===== src/rtl/lcd_frame_scanner_pkg.sv =====
// Shared types and constants for the LCD frame scanner.
// Panel geometry, RGB565 word type, FSM states.
package lcd_frame_scanner_pkg;

  localparam int LCD_W = 320;
  localparam int LCD_H = 240;

  localparam logic [7:0] LCD_MEMWR_CMD = 8'h2C;

  typedef logic [15:0] rgb565_t;

  typedef enum logic [1:0] {
    S_IDLE,
    S_CMD,
    S_PIXELS,
    S_DONE
  } state_e;

  function automatic int cnt_w(input int n);
    return (n > 1) ? $clog2(n) : 1;
  endfunction

endpackage


===== src/rtl/lcd_frame_scanner_if.sv =====
// Word stream from the scanner to the LCD bus driver.
// valid/ready handshake; outIsCmd tags command words.
interface lcd_frame_scanner_if;
  import lcd_frame_scanner_pkg::*;

  rgb565_t outData;
  logic    outIsCmd;
  logic    outValid;
  logic    outReady;

  modport master (
    output outData,
    output outIsCmd,
    output outValid,
    input  outReady
  );

  modport slave (
    input  outData,
    input  outIsCmd,
    input  outValid,
    output outReady
  );

endinterface


===== src/rtl/lcd_frame_scanner_raster_counter.sv =====
// Raster x/y counter: x runs along a line, y steps per wrap.
// Flags end of line, end of frame column and the final pixel.
module raster_counter
  import lcd_frame_scanner_pkg::*;
#(
  parameter int H_RES = LCD_W,
  parameter int V_RES = LCD_H,
  parameter int XW    = cnt_w(H_RES),
  parameter int YW    = cnt_w(V_RES)
) (
  input  logic          clk,
  input  logic          reset,
  input  logic          clr_i,
  input  logic          adv_i,
  output logic [XW-1:0] x_o,
  output logic [YW-1:0] y_o,
  output logic          x_wrap_o,
  output logic          y_wrap_o,
  output logic          last_o
);

  logic [XW-1:0] x_q, x_d;
  logic [YW-1:0] y_q, y_d;

  assign x_wrap_o = (x_q == XW'(H_RES - 1));
  assign y_wrap_o = (y_q == YW'(V_RES - 1));
  assign last_o   = x_wrap_o & y_wrap_o;
  assign x_o      = x_q;
  assign y_o      = y_q;

  always_comb begin
    x_d = x_q;
    y_d = y_q;
    if (clr_i) begin
      x_d = '0;
      y_d = '0;
    end else if (adv_i) begin
      if (x_wrap_o) begin
        x_d = '0;
        y_d = y_wrap_o ? '0 : y_q + YW'(1);
      end else begin
        x_d = x_q + XW'(1);
      end
    end
  end

  always_ff @(posedge clk) begin
    if (reset) begin
      x_q <= '0;
      y_q <= '0;
    end else begin
      x_q <= x_d;
      y_q <= y_d;
    end
  end

endmodule


===== src/rtl/lcd_frame_scanner.sv =====
// Streams one LCD frame: memory-write command, then every
// pixel in raster order coloured by the sprite lookup.
module lcd_frame_scanner
  import lcd_frame_scanner_pkg::*;
#(
  parameter int         H_RES     = LCD_W,
  parameter int         V_RES     = LCD_H,
  parameter rgb565_t    FG_COLOR  = 16'hFFFF,
  parameter rgb565_t    BG_COLOR  = 16'h0000,
  parameter logic [7:0] MEMWR_CMD = LCD_MEMWR_CMD
) (
  input  logic                clk,
  input  logic                reset,
  input  logic                frameStart,
  output logic [8:0]          checkX,
  output logic [7:0]          checkY,
  input  logic                isSet,
  output logic                busy,
  output logic                physicsTick,
  lcd_frame_scanner_if.master lcd
);

  localparam int XW = cnt_w(H_RES);
  localparam int YW = cnt_w(V_RES);

  state_e  state_q, state_d;
  rgb565_t data_q, data_d;
  logic    cmd_q, cmd_d;
  logic    valid_q, valid_d;
  logic    last_q, last_d;
  logic    clr, load, drain;

  logic [XW-1:0] x;
  logic [YW-1:0] y;
  logic          x_wrap, y_wrap, last_pix;
  logic          unused_wrap;

  raster_counter #(
    .H_RES(H_RES),
    .V_RES(V_RES),
    .XW   (XW),
    .YW   (YW)
  ) u_raster (
    .clk     (clk),
    .reset   (reset),
    .clr_i   (clr),
    .adv_i   (load),
    .x_o     (x),
    .y_o     (y),
    .x_wrap_o(x_wrap),
    .y_wrap_o(y_wrap),
    .last_o  (last_pix)
  );

  // only the combined last-pixel flag steers the FSM
  assign unused_wrap = x_wrap ^ y_wrap;

  assign drain = valid_q & lcd.outReady;

  always_comb begin
    state_d = state_q;
    data_d  = data_q;
    cmd_d   = cmd_q;
    valid_d = valid_q;
    last_d  = last_q;
    clr     = 1'b0;
    load    = 1'b0;
    unique case (state_q)
      S_IDLE: begin
        if (frameStart) begin
          state_d = S_CMD;
          clr     = 1'b1;
          valid_d = 1'b1;
          cmd_d   = 1'b1;
          data_d  = {8'h00, MEMWR_CMD};
          last_d  = 1'b0;
        end
      end
      S_CMD: begin
        if (drain) begin
          state_d = S_PIXELS;
          valid_d = 1'b0;
        end
      end
      S_PIXELS: begin
        if (drain) valid_d = 1'b0;
        if (!last_q && (!valid_q || lcd.outReady)) begin
          load    = 1'b1;
          valid_d = 1'b1;
          cmd_d   = 1'b0;
          data_d  = isSet ? FG_COLOR : BG_COLOR;
          last_d  = last_pix;
        end else if (last_q && drain) begin
          state_d = S_DONE;
        end
      end
      S_DONE: begin
        state_d = S_IDLE;
      end
      default: state_d = S_IDLE;
    endcase
  end

  always_ff @(posedge clk) begin
    if (reset) begin
      state_q <= S_IDLE;
      data_q  <= '0;
      cmd_q   <= 1'b0;
      valid_q <= 1'b0;
      last_q  <= 1'b0;
    end else begin
      state_q <= state_d;
      data_q  <= data_d;
      cmd_q   <= cmd_d;
      valid_q <= valid_d;
      last_q  <= last_d;
    end
  end

  assign lcd.outData  = data_q;
  assign lcd.outIsCmd = cmd_q;
  assign lcd.outValid = valid_q;

  assign checkX      = 9'(x);
  assign checkY      = 8'(y);
  assign busy        = (state_q != S_IDLE);
  assign physicsTick = (state_q == S_DONE);

endmodule


===== src/flat_wrapper.sv =====
// flat-port wrapper written by rule: the top's interface ports become plain ports
module lcd_frame_scanner_flat import lcd_frame_scanner_pkg::*;
#(
  parameter int         H_RES     = LCD_W,
  parameter int         V_RES     = LCD_H,
  parameter rgb565_t    FG_COLOR  = 16'hFFFF,
  parameter rgb565_t    BG_COLOR  = 16'h0000,
  parameter logic [7:0] MEMWR_CMD = LCD_MEMWR_CMD
)
  (clk, reset, frameStart, checkX, checkY, isSet, busy, physicsTick, lcd_outData, lcd_outIsCmd, lcd_outValid, lcd_outReady);
  lcd_frame_scanner_if lcd_i ();
  input  logic clk;
  input  logic reset;
  input  logic frameStart;
  output logic [8:0] checkX;
  output logic [7:0] checkY;
  input  logic isSet;
  output logic busy;
  output logic physicsTick;
  output wire logic [$bits(lcd_i.outData)-1:0] lcd_outData;
  output wire logic [$bits(lcd_i.outIsCmd)-1:0] lcd_outIsCmd;
  output wire logic [$bits(lcd_i.outValid)-1:0] lcd_outValid;
  input wire logic [$bits(lcd_i.outReady)-1:0] lcd_outReady;
  assign lcd_outData = lcd_i.outData;
  assign lcd_outIsCmd = lcd_i.outIsCmd;
  assign lcd_outValid = lcd_i.outValid;
  assign lcd_i.outReady = lcd_outReady;
  lcd_frame_scanner #(.H_RES(H_RES), .V_RES(V_RES), .FG_COLOR(FG_COLOR), .BG_COLOR(BG_COLOR), .MEMWR_CMD(MEMWR_CMD)) u_core (.clk(clk), .reset(reset), .frameStart(frameStart), .checkX(checkX), .checkY(checkY), .isSet(isSet), .busy(busy), .physicsTick(physicsTick), .lcd(lcd_i));
endmodule

===== config.mk =====
export PLATFORM = sky130hd
export DESIGN_NAME = lcd_frame_scanner_flat
export DESIGN_NICKNAME = d
export VERILOG_FILES = /design/src/rtl/lcd_frame_scanner_pkg.sv /design/src/rtl/lcd_frame_scanner_if.sv /design/src/rtl/lcd_frame_scanner_raster_counter.sv /design/src/rtl/lcd_frame_scanner.sv /design/src/flat_wrapper.sv
export SDC_FILE = /design/constraint.sdc
export NUM_CORES = 1
export LEC_CHECK = 0
export CAP_MARGIN = 20
export CORE_ASPECT_RATIO = 0.8
export CORE_MARGIN = 2
export CORE_UTILIZATION = 50
export CTS_BUF_LIST = sky130_fd_sc_hd__clkbuf_16
export CTS_CLUSTER_DIAMETER = 150
export DETAILED_ROUTE_END_ITERATION = 8
export GPL_TIMING_DRIVEN = 0
export PLACE_DENSITY_LB_ADDON = 0.05
export SETUP_SLACK_MARGIN = 0.02
export SYNTH_ARGS = -nofsm -noshare
export SYNTH_HDL_FRONTEND = slang
export SYNTH_SLANG_ARGS = --single-unit

===== constraint.sdc =====
create_clock -name clk -period 2.9 [get_ports clk]
set_input_delay 0.58 -clock clk [delete_from_list [all_inputs] [get_ports clk]]
set_output_delay 0.58 -clock clk [all_outputs]
set_load 0.1 [all_outputs]

; After elaboration in Yosys (flattened, before gate mapping)
; Cells that the tools add are included.
[op_classes]
addsub = 2
n_eq_ne = 10
mux = 24
bitwise = 2
reduce_logical = 14
[ops]
columns = cell, count
row1 = $mux 16, 3
row2 = $pmux 16 s2, 1
row3 = $mux 1, 10
row4 = $add 9x1->9 const B, 1
row5 = $eq 9x9->1 const B, 1
row6 = $mux 9, 1
row7 = $add 8x1->8 const B, 1
row8 = $eq 8x8->1 const B, 1
row9 = $mux 2, 4
row10 = $mux 8, 1
row11 = $pmux 2 s4, 1
row12 = $ne 2x1->1 const B, 3
row13 = $eq 2x2->1 const B, 2
row14 = $ne 2x2->1 const B, 2
row15 = $pmux 1 s2, 2
row16 = $reduce_and 2->1, 2
row17 = $reduce_and 4->1, 1
row18 = $reduce_bool 2->1, 2
row19 = $pmux 1 s3, 1
row20 = $reduce_and 3->1, 1
row21 = $reduce_bool 3->1, 1
row22 = $and 1x1->1, 2
row23 = $eq 2x1->1 const B, 1
row24 = $logic_and 1x1->1, 2
row25 = other kinds (4), 5
[totals]
reg_bits = 38
inputBits = 5
output_inout_bits = 37
wordCells = 59

; Depth between registers and ports, before layout
[depth]
depth_word = 6
ltp_mapped = 8
ltp_nobuf = 6

; Modules after synthesis
; Synthesis repeated with hierarchy kept, for this count alone.
[unflattened]
hier_cells = 164
hier_area_um2 = 1413.9
[by_module_without_submodules]
columns = module, instances, cells_per_inst, area_per_inst_um2
row1 = raster_counter, 1, 101, 869.6
row2 = lcd_frame_scanner, 1, 63, 544.3

; Worst setup path before layout
; No wires, ideal clock.
[synth_timing]
path_type = register to register
start = register u_core.u_raster.x_q[0], in the netlist u_core.u_raster.x_o[0]
end = register u_core.u_raster.y_q[0], in the netlist u_core.u_raster.y_o[0]
arrival_ps = 2207
required_ps = 2833
setup_slack_ps = 626
stages_incl_launch_ff = 7
path_buffers = 1
period_less_slack_ps = 2274
path_cell_list = dfxtp_1 ha_1 and4b_2 nand4_4 buf_6 a211o_1 a21oi_2
[synth_via]
elab_chain_cells = 2
[synth_rtl]
columns = item, line_no
row1 = start: declaration, lcd_frame_scanner_raster_counter.sv:22  ; logic [XW-1:0] x_q, x_d;
row2 = start signal: assignment, lcd_frame_scanner_raster_counter.sv:49  ; x_q <= '0;
row3 = start signal: assignment, lcd_frame_scanner_raster_counter.sv:52  ; x_q <= x_d;
row4 = $eq 9x9->1, lcd_frame_scanner_raster_counter.sv:25  ; assign x_wrap_o = (x_q == XW'(H_RES - 1));
row5 = $reduce_and 2->1 (no line), -
row6 = end signal: assignment, lcd_frame_scanner_raster_counter.sv:53  ; y_q <= y_d;
row7 = end: declaration, lcd_frame_scanner_raster_counter.sv:23  ; logic [YW-1:0] y_q, y_d;
; Every way passes these cells.
; A chain may end at the register's enable or synchronous reset.

==> flow_metrics.py <==
metrics = {
    "timing": {
        "slew_violations": 0,
        "slew_headroom": 0.3403,
        "finalCritPeriodShare": 0.9331,
        "period_needed_ns": 2.706,
        "worst_pin_slew_ns": 0.9864,
        "clock_skew_ns": 0.003048,
        "final-hold-violation-count": 0,
        "max_freq_ghz": 0.3696,
        "rsz0062_at_grt": "no",
        "setup_viol": 0,
        "fin_tns_setup_ns": 0,
    },
    "drt": {
        "wl_met1_um": 1554,
        "highest_layer": "met4",
        "route.met3.wl_um": 208,
        "wl_per_cell_um": 13.26,
        "wl_met2_um": 1501,
        "ant_nets": 0,
        "wl_um": 3314,
        "drc": 0,
        "via_per_inst": 5.408,
        "drt_iter0_markers": 80,
        "dr.pass1.iters": 4,
        "via_count": 1352,
    },
    "synth": {
        "seq_area_frac_synth": 0.3360,
        "synth_compound_area_frac": 0.1750,
        "synth_mux_area_frac": 0.006999,
        "syn_inst": 168,
        "synth_adder_area_share": 0.06124,
        "synth_top_area_frac": 0.3360,
        "yosys_warnings": 0,
        "ys_ff_latch": 24,
        "yosysUniqueCellTypes": 46,
        "synth_ff_type": "dfxtp_1",
        "synth_edf_count": 0,
        "async_reset_ff_frac": 0,
        "synthTopCellsByArea": "dfxtp_1 (34%), buf_4 (7.3%), ha_1 (6.1%)",
        "synth_area_um2": 1430,
        "syn_nets": 180,
        "synth_top_family_by_area": "simple AND/OR/NAND/NOR gates",
        "synth_area_leader_cell": "dfxtp_1",
        "synth.avg_cell_area_um2": 8.513,
        "synth_xor_area_frac": 0.04287,
        "yosys.area_share.simple": 0.2633,
    },
    "clocking": {
        "clk_latency_ns": 0.26,
        "cts_buffers": 3,
        "path_clk_slew_ns": 0.06,
        "ctsRootBufferMaster": "clkbuf_16",
        "h-tree-depth": 1,
        "clock-sinks": 24,
        "max-clock-path-buffers": 2,
        "cts_tree": "yes",
        "post_cts.repair.setup_buffers": 0,
    },
    "floorplanning": {
        "core_um2": 2744,
        "die_y_um": 51.84,
        "dieArea_um2": 3307,
        "initial_utilization": 0.5212,
        "pin_count": 42,
        "fp.dieW_um": 63.80,
        "rows": 17,
    },
    "critical_path": {
        "regToRegSetupSlack_ns": 1.06,
        "path_class": "reg2out",
        "critPathRequiredTime_ns": 2.32,
        "r2r_start": "u_core.state_q[0]",
        "ff2ff_path_depth": 8,
        "crit_path_end_kind": "output pin",
        "worstPathMaxFanout": 14,
        "cp.arrival_ns": 2.13,
        "critPathLaunchType": "register",
        "reg2reg_to": "u_core.u_raster.y_o[0]",
    },
    "global_route": {
        "grt_pass1_vias": 1201,
        "antenna_found_initial": 0,
        "grt_max_degree": 15,
        "grt_pass1_wl_um": 5561,
        "grt_overflow": 0,
        "globalRouteTotalUtil": 0.2171,
    },
    "place": {
        "gp_congestion": 0.7777,
        "portBuffers": 40,
        "dpl.hpwl_um": 2442,
    },
    "worst_hold_path": {
        "min_path_type": "reg2reg",
        "hold_start": "u_core.lcd.outIsCmd",
        "worstHoldEndpoint": "u_core.lcd.outIsCmd",
        "min_path_cells": 2,
    },
    "status": {
        "status": "complete, no violations",
    },
    "pwr": {
        "vdd_drop_max_mv": 0.4123,
        "leakagePower_nw": 0.7273,
        "p_per_area_nw_per_um2": 839.4,
    },
    "final_layout": {
        "fin_nets": 225,
        "layout_commonest_cell": "clkdlybuf4s50_1",
        "drive_gt1_frac": 0.1368,
        "mostFrequentLayoutCells": "clkdlybuf4s50_1 (39), dfxtp_1 (24), a21oi_1 (15), nor2_1 (14), buf_4 (14)",
        "postLayoutCoreUtil": 0.7141,
        "num_antenna_cells": 0,
        "syn2layout_area_growth_pct": 37.01,
    },
    "job": {
        "cap_violations": 0,
    },
}
==> where the power goes <==
part	internal [W]	switching (W)
Clock	0.000184	0.000119
Combinational	0.000243	0.000692
Sequential	0.000367	0.0000390
==> area by class of cell <==
cell class                      instances  area, µm²
Clock inverter                          1      3.754
Clock buffer                            3      75.07
Multi-Input combinational cell        117      785.8
Buffer                                 21      141.4
Inverter                                6      22.52
Sequential cell                        24      480.5
Timing Repair Buffer                   40      402.9
Tap cell                               38      47.55
Fill cell                             220      784.5
==> Yosys cell counts, types with 2 or more instances <==
cell type and n:
inv_1 6, buf_2 2, buf_4 14, clkbuf_1 4
o21ai_1 2, dfxtp_1 24, a22oi_1 2, ha_1 7
or3_1 4, nor4_1 3, nor2b_1 2, nand2_1 8
xnor2_1 6, o22ai_1 2, and4b_1 2, nor3_1 3
nand2b_1 3, nand3_1 6, a21oi_1 15, a21o_1 2
and2_1 3, nand4_1 3, o21ai_0 7, a311oi_1 2
and3_1 2, nor2_1 14
==> worst max path at each step <==
| stage | startpoint | to | slack [ns] | cells after the start |
|---|---|---|---|---|
| after floorplan | u_core.u_raster.x_o[0] | u_core.u_raster.y_o[0] | 0.63 | 6 |
| final | u_core.lcd.outData[14] | lcd_outData[13] | 0.19 | 2 |
| after global placement | u_core.state_q[0] | busy | 0.40 | 4 |
| after detailed placement | u_core.state_q[0] | busy | 0.35 | 4 |
| after global routing | u_core.lcd.outData[14] | lcd_outData[1] | 0.11 | 2 |
| after CTS | u_core.state_q[0] | busy | 0.07 | 4 |
==> flip-flops by register name, indices dropped and copies added (netlist names) <==
register,cells
u_core.u_raster.y_o,8
u_core.lcd.outData,2
u_core.lcd.outIsCmd,1
u_core.last_q,1
u_core.state_q,2
u_core.u_raster.x_o,9
u_core.lcd.outValid,1
==> layer usage <==
layer / global-route usage / vias to the layer above
met4: 0.09783 / 0
met5: 0 / -
li1: - / 680
met2: 0.3403 / 43
met3: 0.05844 / 8
met1: 0.2811 / 621
==> cell families (layout without fill, tap and decap cells) <==
kind of cell | count (synthesis) | count (layout)
AO/OA/AOI/OAI | 40 | 40
multiplexers | 1 | 1
AND/OR/NAND/NOR | 62 | 62
flip-flops | 24 | 24
buffers and inverters | 27 | 71
adder cells (fa/ha/maj) | 7 | 7
XOR/XNOR | 7 | 7
==> critical path: stages (launching register included) <==
cell	delay, ns
dfxtp_1	0.56
buf_4	0.18
clkdlybuf4s50_1	1.13
==> per-stage QoR <==
step	setup slack (ns)	cells	instance area, µm²	hold WS, ns	total power (W)
6_report	0.1941	250	1959	0.5167	0.001645
5_1_grt	0.1061	250	1959	0.5355	0.001717
4_1_cts	0.07464	250	1957	0.5184	0.001647
3_5_place_dp	0.3546	246	1878	0.5091	0.001345
3_3_place_gp	0.4032	246	1878	0.4902	0.001332
2_1_floorplan	0.6259	168	1430	0.4602	0.001160
==> repair_timing <==
item | in CTS | in global routing
hold buffers | 0 | 0
endpoints found under the setup margin | 0 | 1
gates resized for setup | 0 | 1
(Power assumes the default switching activity.)
==> RTL change, RTL diff (same settings) <==
Set the package constant `LCD_W` to 160 (it was 320).
--- a/src/rtl/lcd_frame_scanner_pkg.sv
+++ b/src/rtl/lcd_frame_scanner_pkg.sv
@@ -2,7 +2,7 @@
 // Panel geometry, RGB565 word type, FSM states.
 package lcd_frame_scanner_pkg;
 
-  localparam int LCD_W = 320;
+  localparam int LCD_W = 160;
   localparam int LCD_H = 240;
 
   localparam logic [7:0] LCD_MEMWR_CMD = 8'h2C;
Function: no difference found for any inputs over 10 cycles, from zero or initial values and one cycle with reset high; that may be too few to reach the edited logic, so the function may still have changed.
==> RTL change against the original RTL <==
  * Utilization increased by 2.9 points
  * Synthesized cell count shrank 4.2%
  * Sequential power fell by 4%
  * Combinational power decreased by 17%
  * Synthesized area shrank 4.8%
  * Sequential cell count shrank 1
  * Via count decreased by 3.6%
  * Design area decreased by 4.3%
  * Critical path depth unchanged
  * Total power decreased by 11%
  * Routed wire length down 5.3%
  * Sequential share of layout area is essentially flat
  * Setup slack better by 0.011 ns
  * Critical endpoint is now lcd_outData[6]
  * Highest routed layer unchanged
==> RTL change: results <==
[finish]
regArea_sq_um = 460.4
fillCellCount = 215
clkCellAreaFrac_pct = 4.206
multi_input_gates = 113
multi_input_area_sq_um = 742.0
buffers = 59
nets = 217
layout-drive-gt1-share_pct = 13.73
inverters = 5

[global_route]
grt_pass1_vias = 1210
met1_usage_pct = 25.73
gr-usage-met2_pct = 36.05
grt_pass1_wl_microns = 5361
grt_usage_pct = 20.76
use_met3_pct = 5.381

[pwr]
pg_clk_mw = 0.297
pwr-share-comb_pct = 52.9
peakVddDrop_mv = 0.5840
switching_share_pct = 49.98
p_leak_nw = 0.7393

[synth]
synthTopCellsByCount = dfxtp_1 (23), a21oi_1 (17), buf_4 (15)
synthesis.nets = 173
synth_cell_types = 43
postSynthAreaPerCell_sq_um = 8.455
seq_area_frac_synth_pct = 33.82
synth_area_leaders = dfxtp_1 (34%), buf_4 (8.3%), ha_1 (6.4%)

[cts]
cts_resized = 1
cts_sinks = 23

[worst_setup_path]
setup.worst_path.start = u_core.lcd.outData[14]
crit_slowest_cell = clkdlybuf4s50_1
worstPathArrival_ns = 2.11

[route]
dr_wl_met2_microns = 1477
wl_per_cell_microns = 13.08
dr_wl_met3_microns = 183
num_vias = 1304
routedLengthMet1_microns = 1456
finalWirelength_microns = 3140
drtIter0Drc = 62

[placement]
io_buffers = 39
dpl.hpwl_microns = 2265
place_inst = 236

[timing]
fin_skew_ns = 0.001284

[hold_path]
min-delay-start = u_core.last_q

[status]
status = complete, no violations
## RTL change: kinds of logic (layout without fill, tap and decap cells)
| group | count (synthesis) | in the layout | share of synthesized area [%] |
|---|---|---|---|
| AOI/OAI and AO/OA | 40 | 40 | 17.92 |
| adders and majority gates | 7 | 7 | 6.434 |
| xor gates and xnor gates | 5 | 5 | 3.217 |
| and+or+nand+nor | 60 | 60 | 26.66 |
| other | 1 | 1 | 0.2755 |
| DFF | 23 | 23 | 33.82 |
| buffers and inverters | 25 | 68 | 11.67 |
## RTL change: worst register-to-register path, delay by kind of cell (launching register included)
| family | cells | cell delay [ns] |
|---|---|---|
| flops | 1 | 0.37 |
| fa+ha+maj | 1 | 0.17 |
| buf+inv | 2 | 0.31 |
| compound gates | 3 | 0.68 |
| simple gates | 1 | 0.17 |
## RTL change: stage by stage
| step | area, sq um | hold WS [ns] | power (mW) | setup WS [ns] | util, % |
|---|---|---|---|---|---|
| CTS | 1874 | 0.4832 | 1.459 | 0.1748 | 74.31 |
| finish | 1874 | 0.4836 | 1.460 | 0.2055 | 74.31 |
| floorplan | 1361 | 0.4471 | 1.011 | 0.6135 | - |
| global route | 1874 | 0.5233 | 1.524 | 0.1070 | 74.31 |
| detailed placement | 1797 | 0.4667 | 1.170 | 0.2995 | 71.23 |
| global placement | 1797 | 0.4640 | 1.157 | 0.3394 | 71.23 |
## RTL change: path summary, 6_finish.rpt
path,slack [ns],cells past startpoint,endpoint
hold / removal,0.48,2,u_core.last_q
setup reg to reg,1.12,7,u_core.lcd.outIsCmd
setup / recovery,0.21,2,lcd_outData[6]
hold reg to reg,0.48,2,u_core.last_q
